**config.mk**
```make
export PLATFORM = sky130hd
export DESIGN_NAME = dmux_n_reg
export DESIGN_NICKNAME = d
export VERILOG_FILES = /design/src/rtl/dmux_n_reg.sv
export SDC_FILE = /design/constraint.sdc
export NUM_CORES = 1
export LEC_CHECK = 0
export CAP_MARGIN = 5
export CELL_PAD_IN_SITES_DETAIL_PLACEMENT = 2
export CELL_PAD_IN_SITES_GLOBAL_PLACEMENT = 2
export CORE_ASPECT_RATIO = 0.75
export CORE_MARGIN = 5
export CORE_UTILIZATION = 19
export CTS_BUF_LIST = sky130_fd_sc_hd__clkbuf_4
export CTS_CLUSTER_DIAMETER = 100
export DETAILED_ROUTE_END_ITERATION = 16
export PLACE_DENSITY = 0.95
export SLEW_MARGIN = 20
export SYNTH_ARGS = -nofsm -noshare
export SYNTH_HDL_FRONTEND = slang
export SYNTH_SLANG_ARGS = --single-unit
```
**constraint.sdc**
```tcl
create_clock -name clk -period 4.3 [get_ports clk]
set_input_delay 0.43 -clock clk [delete_from_list [all_inputs] [get_ports clk]]
set_output_delay 0.43 -clock clk [all_outputs]
set_load 0.01 [all_outputs]
```
**src/rtl/dmux_n_reg.sv**
```systemverilog
// dmux_n_reg -- registered 1-to-WAYS demultiplexer with valid/ready handshake.
//
// One input word is steered to the output lane chosen by sel and held in a
// single holding register. That register gives one cycle of latency, and a
// same-cycle drain and refill sustains one word per cycle. Lanes that are not
// valid read zero. A word whose sel is out of range (sel >= WAYS) is accepted
// and discarded, and it sets the sticky drop_err flag.
//
// Parameters
//   WIDTH  data word width in bits (>= 1)
//   WAYS   number of output lanes (>= 2, need not be a power of two)
//   SEL_W  select width, derived from WAYS
//
// Ports
//   clk        rising-edge clock
//   reset      synchronous active-high reset
//   in         input data word
//   sel        destination lane for in
//   in_valid   producer offers in/sel
//   in_ready   block accepts this cycle (combinational from out_ready)
//   out        WAYS lanes, lane k at bits [k*WIDTH +: WIDTH], zero unless valid
//   out_valid  one-hot or zero, lane k holds a word
//   out_ready  consumer k accepts lane k
//   drop_err   sticky, an out-of-range sel was accepted
module dmux_n_reg #(
  parameter  int WIDTH = 16,
  parameter  int WAYS  = 4,
  localparam int SEL_W = $clog2(WAYS)
) (
  input  logic                  clk,
  input  logic                  reset,
  input  logic [WIDTH-1:0]      in,
  input  logic [SEL_W-1:0]      sel,
  input  logic                  in_valid,
  output logic                  in_ready,
  output logic [WAYS*WIDTH-1:0] out,
  output logic [WAYS-1:0]       out_valid,
  input  logic [WAYS-1:0]       out_ready,
  output logic                  drop_err
);

  typedef enum logic {
    EMPTY = 1'b0,
    FULL  = 1'b1
  } state_t;

  // Returns 1 when s names an existing lane. This is always true when WAYS is a
  // power of two.
  function automatic logic lane_in_range(input logic [SEL_W-1:0] s);
    return ({1'b0, s} < (SEL_W+1)'(WAYS));
  endfunction

  // Returns the ready bit of lane l. A decode loop is used here rather than a
  // direct index so that no index can fall past the top of rdy.
  function automatic logic lane_ready(input logic [SEL_W-1:0] l,
                                      input logic [WAYS-1:0]  rdy);
    logic r;
    r = 1'b0;
    for (int k = 0; k < WAYS; k++) begin
      if (l == SEL_W'(k)) r = rdy[k];
    end
    return r;
  endfunction

  state_t           state_p0;
  state_t           state_nxt;
  logic [WIDTH-1:0] data_p0;
  logic [SEL_W-1:0] lane_p0;
  logic             drop_p0;

  logic             vld_p0;
  logic             drain;
  logic             take;
  logic             take_keep;
  logic             take_drop;

  // ---- input handshake / accept stage ----
  assign vld_p0    = (state_p0 == FULL);
  assign drain     = vld_p0 && lane_ready(lane_p0, out_ready);
  assign in_ready  = !reset && (!vld_p0 || drain);
  assign take      = in_valid && in_ready;
  assign take_keep = take && lane_in_range(sel);
  assign take_drop = take && !lane_in_range(sel);

  always_comb begin
    state_nxt = state_p0;
    unique case (state_p0)
      EMPTY: begin
        if (take_keep) state_nxt = FULL;
      end
      FULL: begin
        // An out-of-range word that replaces a draining one leaves us empty.
        if (drain) state_nxt = take_keep ? FULL : EMPTY;
      end
      default: state_nxt = EMPTY;
    endcase
  end

  always_ff @(posedge clk) begin
    if (reset) begin
      state_p0 <= EMPTY;
      drop_p0  <= 1'b0;
    end else begin
      state_p0 <= state_nxt;
      drop_p0  <= drop_p0 | take_drop;
    end
  end

  // The data and the lane are not reset, because out_valid and out are gated
  // by the state bit.
  always_ff @(posedge clk) begin
    if (take_keep) begin
      data_p0 <= in;
      lane_p0 <= sel;
    end
  end

  // ---- holding register / output decode stage ----
  always_comb begin
    out_valid = '0;
    out       = '0;
    for (int k = 0; k < WAYS; k++) begin
      if (vld_p0 && (lane_p0 == SEL_W'(k))) begin
        out_valid[k]               = 1'b1;
        out[k*WIDTH +: WIDTH]      = data_p0;
      end
    end
  end

  assign drop_err = drop_p0;

endmodule

```
# After elaboration in Yosys (flattened, before gate mapping)

Index checks and enable logic that the tools add are counted.

Equal/unequal tests: 3
Bitwise gates (word level): 1
Reduce and logical (&&, ||, !) cells: 11
Mux-type cells: 15

Operator list:

| kind                 | count |
|---|---|
| $mux W16             | 4 |
| $mux W1              | 10 |
| $logic_and A1 B1 Y1  | 7 |
| $eq A2 B2 Y1 const B | 2 |
| $eq A2 B1 Y1 const B | 1 |
| $logic_not A1 Y1     | 2 |
| $logic_not A2 Y1     | 1 |
| $pmux W1 S2          | 1 |
| $logic_or A1 B1 Y1   | 1 |
| $not A1 Y1           | 1 |

Flip-flop bits (word level): 19
Input port bits: 25

# Longest topological paths before layout

Gate-level depths: netlist of run 1.

Word-level depth: 12
Depth in mapped cells: 4
Mapped depth without buffers: 2

# Worst setup path after synthesis of run 1

No wires, ideal clock.

Kind: flip-flop to flip-flop
Start: register lane_p0[0]
End: register data_p0[0], enable pin
Library setup time: 0.424 ns
Stages on the path, launching flop included: 3
Slack: 1.736 ns
Arrival time: 2.140 ns
Clock period less this slack: 2.564 ns
Buffers on the path: 0
Path through: edfxtp_1 > mux2i_1 > a221oi_1

Word-level cells in the longest chain between the ends: 9

Ends and longest elaborated chain:

| element                  | line | text |
|---|---|---|
| start: declaration       | 68   | `logic [SEL_W-1:0] lane_p0;` |
| start signal: assignment | 114  | `lane_p0 <= sel;` |
| $logic_not A2 Y1         | 60   | `if (l == SEL_W'(k)) r = rdy[k];` |
| $mux W1 (3 in a row)     | 60   |  |
| $mux W1 (*)              | 60   |  |
| $logic_and A1 B1 Y1 (*)  | 79   | `assign drain = vld_p0 && lane_ready(lane_p0, out_ready);` |
| $logic_or A1 B1 Y1 (*)   | 80   | `assign in_ready = !reset && (!vld_p0 \|\| drain);` |
| $logic_and A1 B1 Y1 (*)  | 80   |  |
| $logic_and A1 B1 Y1 (*)  | 81   | `assign take = in_valid && in_ready;` |
| named net take           | 73   | `logic take;` |
| end signal: assignment   | 113  | `data_p0 <= in;` |
| end: declaration         | 67   | `logic [WIDTH-1:0] data_p0;` |

The timed path passes the listed nets; every way through them passes the cells marked *.
A chain may end at the register's enable or synchronous reset.

# Worst setup path after layout of run 1

Start: register lane_p0[1]
End: output out[10]

Word-level cells in the longest chain between the ends: 3

Ends and longest elaborated chain:

| element             | line | text |
|---|---|---|
| $logic_not A2 Y1    | 123  | `if (vld_p0 && (lane_p0 == SEL_W'(k))) begin` |
| $logic_and A1 B1 Y1 | 123  |  |
| $mux W16            | 123  |  |
| end: declaration    | 36   | `output logic [WAYS*WIDTH-1:0] out,` |

No other way between the ends.

==> metrics.md, run 1 <==
| Metric | Value |
|---|---|
| Final setup violation count | 0 |
| # diodes | 0 |
| Critical R2R Launch | lane_p0[0]$_DFFE_PP_ |
| Vias in the first global route | 1228 |
| Worst Min Path Start | in[6] |
| Max incr delay on CP | 0.86 ns |
| H-tree Lvls | 1 |
| Synth area leaders | edfxtp_1, and2_1, and3b_1 |
| Area share of the largest cell type after synthesis | 0.4726 |
| Layout cells sized above 1 | 0.03553 |
| Synth Area in Adders | 0 |
| Clock buffer depth | 2 |
| First-pass GRT wire length | 7134 µm |
| Max frequency | 345.7 MHz |
| Setup TNS | 0 ns |
| Simple-gate area share of the yosys netlist | 0.4179 |
| Crit. End Element | output port |
| Fillers | 643 |
| Final instance area | 2177 µm² |
| Routed WL per cell | 16.43 µm |
| Mapped Area | 1144 µm² |
| Synthesized area per cell | 10.69 µm² |
| DRC violations left | 0 |
| Slew at the pin closest to its max-slew limit | 0.9984 ns |
| Die area | 7686 µm² |
| Antenna-violating nets left | 0 |
| Die Ht | 77.19 µm |
| Root Buffer | clkbuf_4 |
| Net Count, Synth | 132 |
| Tmin final | 2.893 ns |
| Synth Area in XOR/XNOR | 0 |
| Initial Util | 0.1963 |
| R2R depth | 3 |
| Worst-path clk slew | 0.12 ns |
| GP Congestion | 0.7143 |
| CTS tree | yes |
| Worst setup SP type | register |
| Area Growth Syn to Fin | 90.37% |
| Clock Skew | 0.01082 ns |
| Via count | 1111 |
| Initial antenna violation count | 0 |
| Post-synthesis compound-gate area fraction | 0.02407 |
| Cell row count | 24 |
| Mux cell area share after synthesis | 0.01751 |
| Max-cap viol count | 0 |
| Die width | 99.59 µm |
| Cell Chain, Critical Path | nor3b_2, and2_1, clkdlybuf4s50_1 |
| Maximum vdd drop | 0.1076 mV |
| Largest net degree at the start of global routing | 19 |
| DP Wirelength | 3442 µm |
| PostCTS Resize Cnt | 0 |
| Vias per inst | 4.040 |
| Crit-path max FO | 17 |
| Post-CTS Setup Bufs | 0 |
| PD cells | 187.3 nW/µm² |
| Post-synthesis register bit count | 19 |
| First-pass DRT Iterations | 3 |
| CTS Sinks | 19 |
| Yosys top cell by area | edfxtp_1 |
| Total GRT Usage | 0.1182 |
| Worst hold path type | in2reg |
| Outcome | finished clean |
| Slowest CP cell | nor3b_2 |
| Ys Warns | 0 |
| Syn Inst Count | 107 |
| RSZ-0062 raised after global routing | no |
| Drt first-iter violations | 15 |
| Wire length after detailed routing | 4519 µm |
| Crit. Startpoint | lane_p0[1]$_DFFE_PP_ |
| Cts bufs inserted | 3 |
| Slew headroom | 0.3315 |
| Final Slew Violations | 0 |
| Cell Area, Placed | 2136 µm² |
| Core ar. | 5826 µm² |
| CP required | 3.87 ns |
| I/O pin count | 95 |
| Final Hold Violating Endpoints | 0 |
| CTS Hold Bufs | 0 |
| Seq/Total Area, Yosys | 0.4902 |
| Setup CP Type | reg2out |
| Insertion delay to the later sink of the worst-skew pair | 0.30 ns |
| Total grt overflow | 0 |
| Combinational family with the most area after synthesis | simple AND/OR/NAND/NOR gates |
| Nets | 223 |
| Hold Crit Depth | 1 |
| Leak | 0.7879 nW |
| Final period util | 0.6728 |
| # port buffers | 93 |
| Yosys cell types | 16 |
| CP Data Arrival Time | 2.46 ns |
-- cell usage after synthesis --
cell type / number
buf_6: 1
nand2b_1: 1
a221oi_1: 2
mux2i_1: 2
and2_1: 65
nor2b_1: 2
buf_2: 4
and3_1: 1
conb_1: 1
and3b_1: 3
a221o_1: 1
edfxtp_1: 18
dfxtp_1: 1
nor3b_1: 1
buf_4: 3
nor3b_2: 1
-- per-stage QoR --
| step | utilization | hold slack, ns | power (W) | worst slack, ns | std cells |
|---|---|---|---|---|---|
| 6_report | 0.3737 | 0.6760 | 0.0004078 | 1.407 | 275 |
| 5_1_grt | 0.3737 | 0.6527 | 0.0004302 | 1.228 | 275 |
| 4_1_cts | 0.3718 | 0.6582 | 0.0004192 | 1.290 | 274 |
| 3_5_place_dp | 0.3666 | 0.7540 | 0.0003132 | 1.657 | 270 |
| 3_3_place_gp | 0.3666 | 0.7104 | 0.0003100 | 1.733 | 270 |
| 2_1_floorplan | - | 0.5289 | 0.0002537 | 1.736 | 107 |
-- critical path: cells and delay by family (launching register included) --
family | cells | cell delay, ns
simple gates | 2 | 1.11
buf+inv | 1 | 0.54
flops | 1 | 0.51
-- worst paths after layout --
kind / to / slack, ns
worst max-delay path: out[10] / 1.41
worst min-delay path: data_p0[6]$_DFFE_PP_ / 0.68
worst max register to register: data_p0[5]$_DFFE_PP_ / 2.45
worst min register to register: state_p0$_SDFF_PP0_ / 0.78
-- cell families after synthesis --
family | Yosys count
other cells | 1
mux | 2
flops | 19
simple gates | 74
buf+inv | 8
compound gates | 3
-- flip-flops by register name, summed over array words and instances (netlist names) --
signal	flops
data_p0	16
lane_p0	2
state_p0	1
-- placed cells by master (no fill, tap or decap), drive strengths merged --
cell	count
nor2b	2
buf	1
clkbuf	4
a221oi	2
nand2b	1
mux2i	2
a221o	1
nor3b	2
and3	1
edfxtp	18
and2	65
conb	1
clkdlybuf4s50	93
dfxtp	1
and3b	3
-- routing by layer --
layer | track usage | part of all wire
met1 | 0.1377 | 0.43
met2 | 0.2225 | 0.52
met3 | 0.03354 | 0.053
met4 | 0.008186 | 0.0015
met5 | 0 | 0
-- layout make-up --
cell class              count  area [µm²]  area share
repair buffers             94       942.2      0.4328
clock buffers               4       30.03     0.01379
well taps                  78       97.59     0.04483
multi-input cells          80       546.8      0.2511
flip-flops and latches     19       560.5      0.2575
-- power breakdown --
| group | internal, W | total [W] | switching, W | leakage, nW |
|---|---|---|---|---|
| Sequential | 0.000213 | 0.000220 | 0.00000747 | 0.176 |
| Combinational | 0.0000533 | 0.0000876 | 0.0000344 | 0.593 |
| Clock | 0.0000424 | 0.0000998 | 0.0000574 | 0.0184 |
No activity file was read; power rests on OpenSTA's default activity.
==> run 2, diff against run 1 <==
Settings changed: CORE_UTILIZATION 19 to 16, PLACE_DENSITY 0.95 to 0.89.
Clock period 4.3 ns to 2.48 ns, I/O delays scaled along.
==> run 2 against run 1 <==
Compared with the run above: final area is 3.2% higher; sequential power is 74% higher; via count is 3.2% higher; clock skew is 0.0098 ns lower; non-clock buffer count is 6 higher; critical path depth is 1 higher; global-route usage is 1.7 points lower; die area is 17% higher; count of clock-buffer cells in the layout stayed put; sequential cell count stayed put; routed wire length is 3.6% higher.
==> metrics.md, run 2 (synthesized netlist as in run 1, its figures left out) <==
| Metric | Value |
|---|---|
| Max reg flops | 16 |
| Initial Util | 0.1658 |
| Worst-path clk slew | 0.12 ns |
| CTS tree | yes |
| # port buffers | 93 |
| Final instance area | 2247 µm² |
| CTS Sinks | 19 |
| Max frequency | 426.8 MHz |
| PD cells | 319.9 nW/µm² |
| Fillers | 778 |
| Leak | 0.8170 nW |
| GP Congestion | 0.7020 |
| Antenna-violating nets left | 0 |
| Final Slew Violations | 0 |
| Most common cell after layout, fill and taps aside | clkdlybuf4s50_1 |
| Largest regs | data_p0: 16 flops, lane_p0: 2 flops, state_p0: 1 flops |
| Clock buffer depth | 2 |
| Core ar. | 6897 µm² |
| Register-to-register setup slack | 0.76 ns |
| DRC violations left | 0 |
| CP required | 2.23 ns |
| Area Growth Syn to Fin | 96.50% |
| Cts bufs inserted | 3 |
| Wire length after detailed routing | 4681 µm |
| Hold Crit Depth | 1 |
| Final period util | 0.9447 |
| Initial antenna violation count | 0 |
| Worst hold path type | in2reg |
| Crit-path max FO | 11 |
| Layout cells sized above 1 | 0.07882 |
| Max-cap viol count | 0 |
| Max incr delay on CP | 0.54 ns |
| Die Ht | 83.22 µm |
| Outcome | finished clean |
| Root Buffer | clkbuf_4 |
| Critical R2R Launch | lane_p0[0]$_DFFE_PP_ |
| Total GRT Usage | 0.1014 |
| Vias per inst | 3.811 |
| Final Hold Violating Endpoints | 0 |
| Cell Chain, Critical Path | and3b_2, buf_4, and2_1, clkdlybuf4s50_1 |
| Drt first-iter violations | 22 |
| Insertion delay to the later sink of the worst-skew pair | 0.30 ns |
| Routed WL per cell | 15.55 µm |
| Nets | 229 |
| Maximum vdd drop | 0.1253 mV |
| Vias in the first global route | 1289 |
| Crit. End Element | output port |
| Slowest CP cell | clkdlybuf4s50_1 |
| Placement Setup Slack | 0.3331 ns |
| Reg with most FFs | data_p0 |
| Via count | 1147 |
| Setup CP Type | reg2out |
| Largest net degree at the start of global routing | 19 |
| Commonest non-fill, non-tap cells in the layout | clkdlybuf4s50_1, and2_1, edfxtp_1, buf_4, clkbuf_4 |
| First-pass DRT Iterations | 4 |
| RSZ-0062 raised after global routing | no |
| Multi-input logic area | 550.5 µm² |
| Die width | 107.6 µm |
| R2R depth | 3 |
| Worst setup SP type | register |
| I/O pin count | 95 |
| # diodes | 0 |
| Worst Min Path Start | sel[1] |
| Clock Skew | 0.0009765 ns |
| Die area | 8956 µm² |
| Final setup violation count | 0 |
| Register Area | 560.5 µm² |
| WHS Endpoint | lane_p0[1]$_DFFE_PP_ |
| First-pass GRT wire length | 7210 µm |
| Worst flop-to-flop path endpoint | data_p0[11]$_DFFE_PP_ |
| Total grt overflow | 0 |
| Final Worst Setup Slack | 0.1371 ns |
| Worst hold slack | 0.4920 ns |
| Cell Area, Placed | 2206 µm² |
| CP Data Arrival Time | 2.09 ns |
| Cell row count | 26 |
| Setup TNS | 0 ns |
| H-tree Lvls | 1 |
| Tmin final | 2.343 ns |
[run 2: cell type report]
class                           instances  area share
Clock buffer                            4     0.01336
Sequential cell                        19      0.2494
Tap cell                               98     0.05457
Timing Repair Buffer                  100      0.4376
Multi-Input combinational cell         80      0.2450
[run 2: timing repair]
action | CTS | global route
buffers inserted | 0 | 1
pin swaps | 0 | 0
resized for setup | 1 | 2
endpoints found under the setup margin | 4 | 22
hold buffers | 0 | 0
[run 2: how the worst max path moves through the flow]
stage | slack [ns] | start | to
after floorplan | 0.51 | lane_p0[0]$_DFFE_PP_ | data_p0[0]$_DFFE_PP_
after global placement | 0.39 | lane_p0[1]$_DFFE_PP_ | out[20]
after detailed placement | 0.33 | lane_p0[1]$_DFFE_PP_ | out[19]
after CTS | 0.03 | lane_p0[0]$_DFFE_PP_ | out[35]
after global routing | 0.01 | lane_p0[0]$_DFFE_PP_ | out[32]
final | 0.14 | lane_p0[0]$_DFFE_PP_ | out[35]
[run 2: metrics by stage]
step	instances	utilization	power (W)
6_report	301	0.3258	0.0007188
5_1_grt	301	0.3258	0.0007641
4_1_cts	300	0.3244	0.0007356
3_5_place_dp	296	0.3198	0.0005488
3_3_place_gp	296	0.3198	0.0005441
2_1_floorplan	107	-	0.0004409
[run 2: power by group]
group | switching, W | internal (W) | total, W
Sequential | 0.0000127 | 0.000369 | 0.000382
Clock | 0.000105 | 0.0000736 | 0.000179
Combinational | 0.0000619 | 0.0000962 | 0.000158
[run 2: per-layer routing]
metal	track usage	wire length, µm	part of all wire	vias to the layer above
met2	0.1744	2224	0.48	58
met1	0.1216	2018	0.43	547
met4	0.01032	8	0.0017	0
li1	-	-	-	540
met5	0	0	0	-
met3	0.04264	430	0.092	2
[run 2: worst max-delay path, delay by kind of cell, from the launching register on]
| kind | cells | cell delay (ns) |
|---|---|---|
| flops | 1 | 0.52 |
| buf+inv | 2 | 0.75 |
| simple gates | 2 | 0.52 |
==> run 3, diff against run 2 <==
Settings changed: PLACE_DENSITY 0.89 to default, PLACE_DENSITY_LB_ADDON from default to 0.1.
==> run 3 against run 2 <==
Compared with the run above: clock power down 2%; sequential cell count stayed put; largest power group unchanged; hold slack better by 0.0054 ns; setup slack better by 0.059 ns; highest routed layer unchanged; combinational power about the same; clock skew is essentially flat; die area is the same; non-clock buffer count stayed put.
==> metrics.md, run 3 (synthesized netlist as in run 1, its figures left out) <==
| Metric | Value |
|---|---|
| Final Hold Violating Endpoints | 0 |
| Wire length after detailed routing | 5060 µm |
| Met2 Use GR | 0.1924 |
| I/O pin count | 95 |
| Worst Min Path Start | in[8] |
| Die area | 8956 µm² |
| Die width | 107.6 µm |
| CP required | 2.23 ns |
| Placed cell count | 297 |
| Register-to-register setup slack | 0.77 ns |
| Final Worst Setup Slack | 0.1960 ns |
| Worst-path clk slew | 0.11 ns |
| Worst flop-to-flop path endpoint | data_p0[7]$_DFFE_PP_ |
| Largest net degree at the start of global routing | 19 |
| Fillers | 782 |
| # port buffers | 93 |
| Final period util | 0.9209 |
| DP Wirelength | 3992 µm |
| Via count | 1151 |
| Worst setup SP type | register |
| Met1 Usage GRT | 0.1287 |
| CP Data Arrival Time | 2.04 ns |
| Vias per inst | 3.824 |
| H-tree Lvls | 1 |
| Nets | 229 |
| Max frequency | 437.8 MHz |
| Largest regs | data_p0: 16 flops, lane_p0: 2 flops, state_p0: 1 flops |
| Final setup violation count | 0 |
| DRC violations left | 0 |
| Met3 usage | 0.05039 |
| # diodes | 0 |
| Setup CP Type | reg2out |
| Root Buffer | clkbuf_4 |
| Max reg flops | 16 |
| Hold Crit Depth | 1 |
| R2R depth | 3 |
| Most used routing layer | met2 |
| CTS tree | yes |
| Initial Util | 0.1658 |
| Routed WL per cell | 16.81 µm |
| Drt first-iter violations | 22 |
| Leak | 0.8187 nW |
| Total grt overflow | 0 |
| Area Growth Syn to Fin | 96.28% |
| Vias in the first global route | 1358 |
| Total GRT Usage | 0.1113 |
| Insertion delay to the later sink of the worst-skew pair | 0.30 ns |
| RSZ-0062 raised after global routing | no |
| Worst hold path type | in2reg |
| Crit. End Element | output port |
| Commonest non-fill, non-tap cells in the layout | clkdlybuf4s50_1, and2_1, edfxtp_1, buf_4, clkbuf_4 |
| Slowest CP cell | clkdlybuf4s50_1 |
| Tmin final | 2.284 ns |
| Cts bufs inserted | 3 |
| Placement Setup Slack | 0.3898 ns |
| CTS Sinks | 19 |
| Cell Chain, Critical Path | mux2i_1, a221oi_1, clkdlybuf4s50_1 |
| Final Slew Violations | 0 |
| Outcome | finished clean |
| Max incr delay on CP | 0.60 ns |
| Layout cells sized above 1 | 0.06897 |
| Setup TNS | 0 ns |
| Initial antenna violation count | 0 |
| Finished Core Util | 0.3255 |
| First-pass GRT wire length | 7797 µm |
| WHS Endpoint | data_p0[8]$_DFFE_PP_ |
| Pwr Total | 0.0007155 W |
| PD cells | 318.7 nW/µm² |
| CTS Hold Bufs | 0 |
| Maximum vdd drop | 0.1115 mV |
| Antenna-violating nets left | 0 |
| Cell row count | 26 |
| Critical R2R Launch | lane_p0[0]$_DFFE_PP_ |
| Reg with most FFs | data_p0 |
| Clock buffer depth | 2 |
| Max-cap viol count | 0 |
| Die Ht | 83.22 µm |
| GP Congestion | 0.7075 |
| Most common cell after layout, fill and taps aside | clkdlybuf4s50_1 |
| First-pass DRT Iterations | 2 |
| Clock Skew | 0.0008508 ns |
| Core ar. | 6897 µm² |
| Finished Layout Cells | 301 |
| Crit-path max FO | 6 |
run 3: cell counts in the layout (fill, tap and decap cells not counted):
No cell type changed its count.
run 3: power by group:
part / internal (W) / total (W) / switching (W)
registers: 0.000369 / 0.000383 / 0.0000134
clock network: 0.0000736 / 0.000175 / 0.000101
logic: 0.0000959 / 0.000158 / 0.0000621
total: 0.000539 / 0.000715 / 0.000177
run 3: how the worst max path moves through the flow:
stage / startpoint / end / slack [ns] / cells past startpoint
4_1_cts: lane_p0[0]$_DFFE_PP_ / out[59] / 0.05 / 4
5_1_grt: lane_p0[0]$_DFFE_PP_ / in_ready / 0.04 / 3
3_3_place_gp: lane_p0[0]$_DFFE_PP_ / out[59] / 0.46 / 4
2_1_floorplan: lane_p0[0]$_DFFE_PP_ / data_p0[0]$_DFFE_PP_ / 0.51 / 2
6_report: lane_p0[0]$_DFFE_PP_ / in_ready / 0.20 / 3
3_5_place_dp: out_ready[3] / in_ready / 0.39 / 4
run 3: critical path, delay by kind of cell, from the launching register on:
family	cells	cell delay, ns
multiplexers	1	0.24
flip-flops	1	0.53
buffers and inverters	1	0.60
AO/OA/AOI/OAI	1	0.37
run 3: layout make-up:
type | count | area [µm²] | share of cell area
Clock buffer | 4 | 30.03 | 0.01338
Multi-Input combinational cell | 80 | 548.0 | 0.2441
Sequential cell | 19 | 560.5 | 0.2497
Tap cell | 98 | 122.6 | 0.05463
Timing Repair Buffer | 100 | 983.4 | 0.4381
run 3: what timing repair did:
action                     CTS  global route
setup endpoints to repair    0             6
setup buffers                0             0
gates resized for setup      0             1
run 3: routing by layer:
| layer | routed length, µm | up-vias |
|---|---|---|
| met1 | 2095 | 551 |
| met5 | 0 | - |
| met4 | 26 | 0 |
| met3 | 470 | 2 |
| li1 | - | 542 |
| met2 | 2468 | 56 |
run 3: per-stage QoR:
stage                     area [µm²]  hold slack, ns
after floorplan                 1150          0.3469
after global placement          2213          0.7293
after detailed placement        2213          0.7667
after CTS                       2243          0.4728
after global routing            2245          0.4616
final                           2245          0.4974
